[src/rtl/frog_collision_if.sv]
// Bus between the lane game core and the collision/lives manager.
// Handshake: o_respawn is held high until i_respawn_ack is sampled high; the request drops on the following edge.
interface frog_collision_if #(
  parameter int NUM_LANES = 4
);
  logic                   i_tick;
  logic [4:0]             i_frog_x;
  logic [4:0]             i_frog_y;
  logic [5*NUM_LANES-1:0] i_car_x;
  logic                   i_respawn_ack;
  logic                   i_restart;
  logic                   o_hit;
  logic [2:0]             o_lives;
  logic                   o_respawn;
  logic                   o_game_over;

  modport master (
    output i_tick, i_frog_x, i_frog_y, i_car_x, i_respawn_ack, i_restart,
    input  o_hit, o_lives, o_respawn, o_game_over
  );

  modport slave (
    input  i_tick, i_frog_x, i_frog_y, i_car_x, i_respawn_ack, i_restart,
    output o_hit, o_lives, o_respawn, o_game_over
  );
endinterface

[src/rtl/frog_collision.sv]
// Frame-synchronous collision scan, lives counter, respawn handshake, grace
// period and game-over state for the lane game.
module frog_collision #(
  parameter int          NUM_LANES    = 4,
  parameter logic [4:0]  LANE_Y0      = 5'd1,
  parameter int          GRID_W       = 20,
  parameter int          CAR_LEN      = 2,
  parameter int          LIVES        = 3,
  parameter logic [23:0] GRACE_CYCLES = 24'd12500000
) (
  input  logic             i_Clk,
  input  logic             i_Rst_n,
  frog_collision_if.slave  bus,
  output logic [2:0]       o_state
);

  localparam logic [2:0] PLAY  = 3'd0;
  localparam logic [2:0] SCAN  = 3'd1;
  localparam logic [2:0] HIT   = 3'd2;
  localparam logic [2:0] GRACE = 3'd3;
  localparam logic [2:0] OVER  = 3'd4;

  localparam int IDX_W = $clog2(NUM_LANES + 1);

  logic [2:0]             state;
  logic [IDX_W-1:0]       lane_idx;
  logic                   sticky;
  logic [23:0]            grace_cnt;
  logic [4:0]             snap_fx;
  logic [4:0]             snap_fy;
  logic [5*NUM_LANES-1:0] snap_car;
  logic                   lane_hit;

  assign o_state = state;

  // d is the forward distance from the car head to the frog, modulo the grid.
  function automatic logic lane_match(input logic [4:0] fx, input logic [4:0] fy,
                                      input logic [4:0] cx, input int k);
    logic [5:0] d;
    if (fx >= cx) d = {1'b0, fx} - {1'b0, cx};
    else          d = {1'b0, fx} + 6'(GRID_W) - {1'b0, cx};
    return (fy == LANE_Y0 + 5'(k)) && ({1'b0, cx} < 6'(GRID_W)) && (d < 6'(CAR_LEN));
  endfunction

  always_comb begin
    lane_hit = 1'b0;
    for (int k = 0; k < NUM_LANES; k++) begin
      if (lane_idx == IDX_W'(k)) lane_hit = lane_match(snap_fx, snap_fy, snap_car[5*k +: 5], k);
    end
  end

  always_ff @(posedge i_Clk or negedge i_Rst_n) begin
    if (!i_Rst_n) begin
      state           <= PLAY;
      lane_idx        <= '0;
      sticky          <= 1'b0;
      grace_cnt       <= '0;
      snap_fx         <= '0;
      snap_fy         <= '0;
      snap_car        <= '0;
      bus.o_hit       <= 1'b0;
      bus.o_lives     <= 3'(LIVES);
      bus.o_respawn   <= 1'b0;
      bus.o_game_over <= 1'b0;
    end else begin
      bus.o_hit <= 1'b0;
      case (state)
        PLAY: begin
          if (bus.i_tick) begin
            snap_fx  <= bus.i_frog_x;
            snap_fy  <= bus.i_frog_y;
            snap_car <= bus.i_car_x;
            lane_idx <= '0;
            sticky   <= 1'b0;
            state    <= SCAN;
          end
        end
        SCAN: begin
          // Index NUM_LANES is the resolve step, one clock after the last lane.
          if (lane_idx == IDX_W'(NUM_LANES)) begin
            if (sticky) begin
              bus.o_hit <= 1'b1;
              if (bus.o_lives != 3'd0) bus.o_lives <= bus.o_lives - 3'd1;
              if (bus.o_lives <= 3'd1) begin
                bus.o_game_over <= 1'b1;
                state           <= OVER;
              end else begin
                bus.o_respawn <= 1'b1;
                state         <= HIT;
              end
            end else begin
              state <= PLAY;
            end
          end else begin
            sticky   <= sticky | lane_hit;
            lane_idx <= lane_idx + 1'b1;
          end
        end
        HIT: begin
          if (bus.i_respawn_ack) begin
            bus.o_respawn <= 1'b0;
            grace_cnt     <= GRACE_CYCLES;
            state         <= GRACE;
          end
        end
        GRACE: begin
          if (grace_cnt == 24'd0) state <= PLAY;
          else                    grace_cnt <= grace_cnt - 24'd1;
        end
        OVER: begin
          if (bus.i_restart) begin
            bus.o_lives     <= 3'(LIVES);
            bus.o_game_over <= 1'b0;
            state           <= PLAY;
          end
        end
        default: state <= PLAY;
      endcase
    end
  end

endmodule

[src/flat_wrapper.sv]
// flat-port wrapper written by rule: the top's interface ports become plain ports
module frog_collision_flat 
#(
  parameter int          NUM_LANES    = 4,
  parameter logic [4:0]  LANE_Y0      = 5'd1,
  parameter int          GRID_W       = 20,
  parameter int          CAR_LEN      = 2,
  parameter int          LIVES        = 3,
  parameter logic [23:0] GRACE_CYCLES = 24'd12500000
)
  (i_Clk, i_Rst_n, o_state, bus_i_tick, bus_i_frog_x, bus_i_frog_y, bus_i_car_x, bus_i_respawn_ack, bus_i_restart, bus_o_hit, bus_o_lives, bus_o_respawn, bus_o_game_over);
  frog_collision_if #(.NUM_LANES(NUM_LANES)) bus_i ();
  input  logic i_Clk;
  input  logic i_Rst_n;
  output logic [2:0] o_state;
  input wire logic [$bits(bus_i.i_tick)-1:0] bus_i_tick;
  input wire logic [$bits(bus_i.i_frog_x)-1:0] bus_i_frog_x;
  input wire logic [$bits(bus_i.i_frog_y)-1:0] bus_i_frog_y;
  input wire logic [$bits(bus_i.i_car_x)-1:0] bus_i_car_x;
  input wire logic [$bits(bus_i.i_respawn_ack)-1:0] bus_i_respawn_ack;
  input wire logic [$bits(bus_i.i_restart)-1:0] bus_i_restart;
  output wire logic [$bits(bus_i.o_hit)-1:0] bus_o_hit;
  output wire logic [$bits(bus_i.o_lives)-1:0] bus_o_lives;
  output wire logic [$bits(bus_i.o_respawn)-1:0] bus_o_respawn;
  output wire logic [$bits(bus_i.o_game_over)-1:0] bus_o_game_over;
  assign bus_i.i_tick = bus_i_tick;
  assign bus_i.i_frog_x = bus_i_frog_x;
  assign bus_i.i_frog_y = bus_i_frog_y;
  assign bus_i.i_car_x = bus_i_car_x;
  assign bus_i.i_respawn_ack = bus_i_respawn_ack;
  assign bus_i.i_restart = bus_i_restart;
  assign bus_o_hit = bus_i.o_hit;
  assign bus_o_lives = bus_i.o_lives;
  assign bus_o_respawn = bus_i.o_respawn;
  assign bus_o_game_over = bus_i.o_game_over;
  frog_collision #(.NUM_LANES(NUM_LANES), .LANE_Y0(LANE_Y0), .GRID_W(GRID_W), .CAR_LEN(CAR_LEN), .LIVES(LIVES), .GRACE_CYCLES(GRACE_CYCLES)) u_core (.i_Clk(i_Clk), .i_Rst_n(i_Rst_n), .bus(bus_i), .o_state(o_state));
endmodule
[config.mk]
export PLATFORM = sky130hd
export DESIGN_NAME = frog_collision_flat
export DESIGN_NICKNAME = d
export VERILOG_FILES = /design/src/rtl/frog_collision_if.sv /design/src/rtl/frog_collision.sv /design/src/flat_wrapper.sv
export SDC_FILE = /design/constraint.sdc
export NUM_CORES = 1
export LEC_CHECK = 0
export BUFFER_PORTS_ARGS = -buffer_cell sky130_fd_sc_hd__clkbuf_2
export CELL_PAD_IN_SITES_DETAIL_PLACEMENT = 0
export CELL_PAD_IN_SITES_GLOBAL_PLACEMENT = 1
export CORE_AREA = 2 2 105 107
export CTS_CLUSTER_SIZE = 12
export DETAILED_ROUTE_END_ITERATION = 12
export DIE_AREA = 0 0 107 109
export PLACE_DENSITY = 0.75
export SLEW_MARGIN = 40
export SYNTH_ARGS = -nofsm -noshare
export SYNTH_HDL_FRONTEND = slang
export SYNTH_SLANG_ARGS = --single-unit
[constraint.sdc]
create_clock -name i_Clk -period 6.9 [get_ports i_Clk]
set_input_delay 1.725 -clock i_Clk [delete_from_list [all_inputs] [get_ports i_Clk]]
set_output_delay 1.725 -clock i_Clk [all_outputs]
set_load 0.01 [all_outputs]
* Word-level counts from Yosys, hierarchy flattened
Index checks and enable logic that the tools add are counted.
** Storage, ports and cells
- Register bits after elaboration :: 67
- Input port bits :: 35
- Logic and storage cells :: 130
** Cells by class
- Add/subtract/negate cells :: 12
- Magnitude comparators :: 13
- Eq/ne operators :: 23
- Multiplexer cells :: 47
- Bitwise operators :: 1
- Reductions and logical operators :: 23
** Operators with widths (number)
- 2-to-1 mux 24 bit :: 2
- 2-to-1 mux 6 bit :: 8
- case mux 24 bit (2 select lines) :: 1
- 2-to-1 mux 3 bit :: 13
- zero test 24 bit :: 1
- less-than comparator 6 x 2 -> 1 bit, second input constant :: 4
- subtractor 24 x 1 -> 24 bit, second input constant :: 1
- subtractor 5 x 5 -> 6 bit :: 4
- subtractor 6 x 5 -> 6 bit :: 4
- >= comparator 5 bit :: 4
- less-than comparator 5 bit, second input constant :: 4
- AND reduction 5 bit :: 4
- 2-to-1 mux 1 bit :: 17
- case mux 3 bit (5 select lines) :: 1
- equality test 3 x 2 -> 1 bit, second input constant :: 4
- inequality test 2 bit, second input constant :: 6
- case mux 3 bit (2 select lines) :: 2
- equality test 5 x 2 -> 1 bit, second input constant :: 2
- inequality test 2 x 1 -> 1 bit, second input constant :: 5
- logical AND 1 bit :: 8
- nonzero test 2 bit :: 4
- adder 5 x 5 -> 6 bit, second input constant :: 1
- equality test 3 x 1 -> 1 bit, second input constant :: 2
- equality test 3 bit, second input constant :: 2
- 11 further kinds :: 15

* Longest topological paths before layout
- Depth after elaboration :: 13
- Mapped depth :: 11
- Depth with buffers taken out :: 11

* Worst setup path after synthesis
OpenSTA, ideal clock, no wires.
- Path type :: input to register
- From :: input bus_i_tick
- To :: register u_core.snap_car[11]
- Arrival time :: 2741 ps
- Setup slack :: 4076 ps
- Stages :: 6
- Buffers on the path :: 2
- Cells stage by stage :: nor2b_1 > and2_1 > clkbuf_1 > buf_1 > nand2_1 > o21ai_0
** On the way
- Cells in the longest elaborated chain, start to end :: 1
** RTL lines
- start: declaration :: line flat_wrapper.sv:16 : input wire logic [$bits(bus_i.i_tick)-1:0] bus_i_tick;
- AND reduction 2 bit (no line)
- end signal: assignment :: line frog_collision.sv:72 : snap_car <= bus.i_car_x;
- end: declaration :: line frog_collision.sv:31 : logic [5*NUM_LANES-1:0] snap_car;
No other way between the ends.
A chain may end at the register's enable or synchronous reset.

* Worst setup path after layout
- From :: register u_core.snap_fx[0]
- To :: register u_core.sticky
** On the way
- Cells in the longest elaborated chain, start to end :: 13
- Elaborated cells on any way between the ends :: 36
- Those cells by class :: add/sub (9); order compare (8); mux (14); bitwise (1); reduce/logical (4)
** RTL lines
- start: declaration :: line frog_collision.sv:29 : logic [4:0] snap_fx;
- start signal: assignment :: line frog_collision.sv:70 : snap_fx <= bus.i_frog_x;
- adder 5 x 5 -> 6 bit :: line frog_collision.sv:41 : else d = {1'b0, fx} + 6'(GRID_W) - {1'b0, cx};
- subtractor 6 x 5 -> 6 bit :: line frog_collision.sv:41
- 2-to-1 mux 6 bit :: line frog_collision.sv:40 : if (fx >= cx) d = {1'b0, fx} - {1'b0, cx};
- 2-to-1 mux 6 bit :: line frog_collision.sv:48 : if (lane_idx == IDX_W'(k)) lane_hit = lane_match(snap_fx, snap_fy, snap_car[5*k +: 5], k);
- less-than comparator 6 x 2 -> 1 bit :: line frog_collision.sv:42 : return (fy == LANE_Y0 + 5'(k)) && ({1'b0, cx} < 6'(GRID_W)) && (d < 6'(CAR_LEN));
- logical AND 1 bit :: line frog_collision.sv:42
- 2-to-1 mux 1 bit (3 in a row) :: line frog_collision.sv:48
- 2-to-1 mux 1 bit * :: line frog_collision.sv:48
- OR 1 bit * :: line frog_collision.sv:95 : sticky <= sticky | lane_hit;
- 2-to-1 mux 1 bit * :: line frog_collision.sv:80 : if (lane_idx == IDX_W'(NUM_LANES)) begin
- case mux 1 bit (2 select lines) * :: line frog_collision.sv:67 : case (state)
- end signal: assignment :: line frog_collision.sv:95
- end: declaration :: line frog_collision.sv:27 : logic sticky;
Every way passes the cells marked *; elsewhere a longest branch is shown, timed or not. The select of a mux whose other input is x is not followed.

==> metrics.txt <==
status completed; static leakage 2.28 nW; Post-CTS Setup Inserts 0; clk sink count 67; gr ovfl total 0; Peak VDD IR 231 uV; max incr delay on CP 0.55 ns; #FFs+latches synth 67; Placed Cells 710; ys async rst share 100%; pre-CTS setup slack 3.77 ns; cell area power density 483 nW/um2; I/O Pins 44; ys flop type dfrtp_1; Final Non-Filler Cells 725; multi-input logic area 2770 um2; DR vias/cell 5.53; CP arrival 3.23 ns; final setup fails 0; core box area 10600 um2; worst r2r path cells 10; Slew @ Worst Pin 0.748 ns; CP max stage cell a2111oi_0; WL/cell 15.8 um; Fin Setup TNS 0 ns; Clock Tree Buf Depth 2; register area 1680 um2; synthesized net count 617; Seq/Total Area, Yosys 36.3%; Row Count 38; initial antenna violation count 0; Max Clk Rate 337 MHz; WL final 11.5 mm; fillcell total 1028; number of global-route vias before repair 3970; DPL Wire Length 8.30 mm; Final ANT Viol Nets 0; CP Capture Type register; Clock Latency Late Sink 0.36 ns; Final period util 43.0%; Post-Syn Area 4630 um2; CP most frequent cell inv_1; Final Hold Fails 0; Final WS setup 3.93 ns; first-pass GRT wire length 19.2 mm; Yosys cell types 59; Slew headroom 49.7%; Final nets 662; ANT cells 0; max-cap viol count 0; CTS clk-pin slew, worst paths 0.08 ns; Detailed Route Iter0 Violations 203; Required @ worst endpoint 7.16 ns; GR Util All Layers 21.2%; HP Start u_core.snap_car[5]; type of the tightest min-delay check reg -> reg; Starting Density 43.7%; WS Path Type reg -> reg; # H-tree levels 3; Hold-fix buffers, CTS 0; Warnings, synthesis 0; Die ar. 11700 um2; reg2reg start u_core.snap_fx[0]; RSZ-0062 raised after global routing false; critical-path cell list inv_1, ha_1, inv_1, fa_1, nor4b_1, nand4_1, a2111oi_0, a31oi_1, nor4bb_1, o31ai_1; fin crit period 2.97 ns; PostCTS Resize Cnt 0; clock root cell clkbuf_8; largest net degree at the start of global routing 68; Hold Path Cell Cnt 2; crit path max fanout 5; Syn-to-layout area delta 12.2%; Final Max Tran Viols 0; synthesized instance count 536; r2r setup slk 3.93 ns; Num CTS Buffers 9; drt drc 0; via count 4006; crit path launch type register; # port buffers 43; Routability Congestion 0.859; clk_skew 0.00977 ns; Die W 107 um; Syn Area/Cell 8.64 um2; share of layout cells above drive strength 1 12.1%; Setup crit start u_core.snap_fx[0]; DRT Pass-1 Iters 4; Die Ht 109 um; TritonCTS clock tree yes; EDFF count, synth 0
[registers in the layout, summed over array words and instances (netlist names), 3 cells and up]
name and count:
u_core.grace_cnt 24, u_core.bus.o_lives 3, u_core.snap_fx 5, u_core.snap_car 20, u_core.o_state 3, u_core.lane_idx 3
u_core.snap_fy 5
[layer usage]
layer	GRT usage [%]	part of all wire [%]
met5	0	0
met4	7.61	1.7
met3	3.53	3.5
met2	37.3	49
met1	26.3	46
[worst max-delay path, delay by kind of cell (launching register included)]
kind | cells | cell delay (ns)
AOI/OAI and AO/OA | 3 | 0.83
adders and majority gates | 2 | 0.66
buffers and inverters | 2 | 0.28
DFF | 1 | 0.37
and+or+nand+nor | 3 | 0.72
[where the power goes]
part           switching [mW]  leakage [nW]  internal (mW)
Sequential              0.146         0.791          0.525
Clock                   0.166        0.0954          0.175
Combinational           0.875          1.39          0.622
Total                    1.19          2.28           1.32
[cell type report]
type	instances	share of cell area, %
Multi-Input combinational cell	420	53.3
Sequential cell	67	32.3
Timing Repair Buffer	45	4.50
Tap cell	140	3.37
Inverter	38	2.75
Clock buffer	11	2.72
Clock inverter	4	0.987
[worst paths after layout]
kind,to
setup / recovery,u_core.sticky
hold / removal,u_core.snap_car[5]
setup reg to reg,u_core.sticky
hold reg to reg,u_core.snap_car[5]
max in group asynchronous,u_core.bus.o_lives[2]
min in group asynchronous,u_core.grace_cnt[19]
[synthesized netlist by cell type (4+ instances only)]
cell       n  area share [%]
nand2_1   84             6.8
o21ai_0   53             5.7
xnor2_1   10             1.9
mux2i_1    7             1.5
nand3_1   16             1.7
a31oi_1    4            0.54
ha_1      42              11
nor3_1    14             1.5
or4_1      8             1.3
nand2b_1   6            0.81
a21oi_1   18             1.9
nor2b_1   13             1.8
dfrtp_1   65              35
o31ai_1    6            0.97
nor4_1     7            0.95
inv_1     38             3.1
o21a_1     7             1.1
or3_1      9             1.2
clkbuf_1   8            0.65
a21o_1     4            0.65
nor3b_1    4            0.65
fa_1       4             1.7
and2_1     5            0.68
nor2_1    38             3.1
xor2_1    10             1.9
[cell families after synthesis]
group / Yosys count / share of synthesized area, %
simple gates: 232 / 26.2
compound gates: 115 / 15.2
flops: 67 / 36.3
buf+inv: 49 / 4.00
fa+ha+maj: 46 / 13.1
xor+xnor: 20 / 3.78
mux: 7 / 1.51
[per-stage QoR]
step | power [mW] | util, % | cell area [um2] | hold slack, ns
after floorplan | 1.78 | - | 4630 | 0.452
after global placement | 2.12 | 47.1 | 4990 | 0.479
after detailed placement | 2.16 | 47.1 | 5000 | 0.485
after CTS | 2.51 | 49.0 | 5190 | 0.506
after global routing | 2.76 | 49.0 | 5190 | 0.537
final | 2.51 | 49.0 | 5190 | 0.505
[cell usage in the layout (no fill, tap or decap), drive strengths merged, types with 3 or more instances in the layout]
cell type   n
nand2      84
nor2b      13
nand3      16
buf         3
xnor2      10
a211oi      3
inv        38
a21o        4
o31ai       6
nor2       39
o311ai      3
or4         9
nor4b       3
nor3       14
o21a        7
or3         9
o2111ai     3
nand2b      6
a21oi      18
nor3b       4
clkbuf     53
dfrtp      65
o21ai      54
nor4bb      3
nor4        9
fa          4
a2111oi     3
a31oi       4
and2        5
xor2       10
mux2i       7
ha         42
nand4       3
No activity file was read; power rests on OpenSTA's default activity.
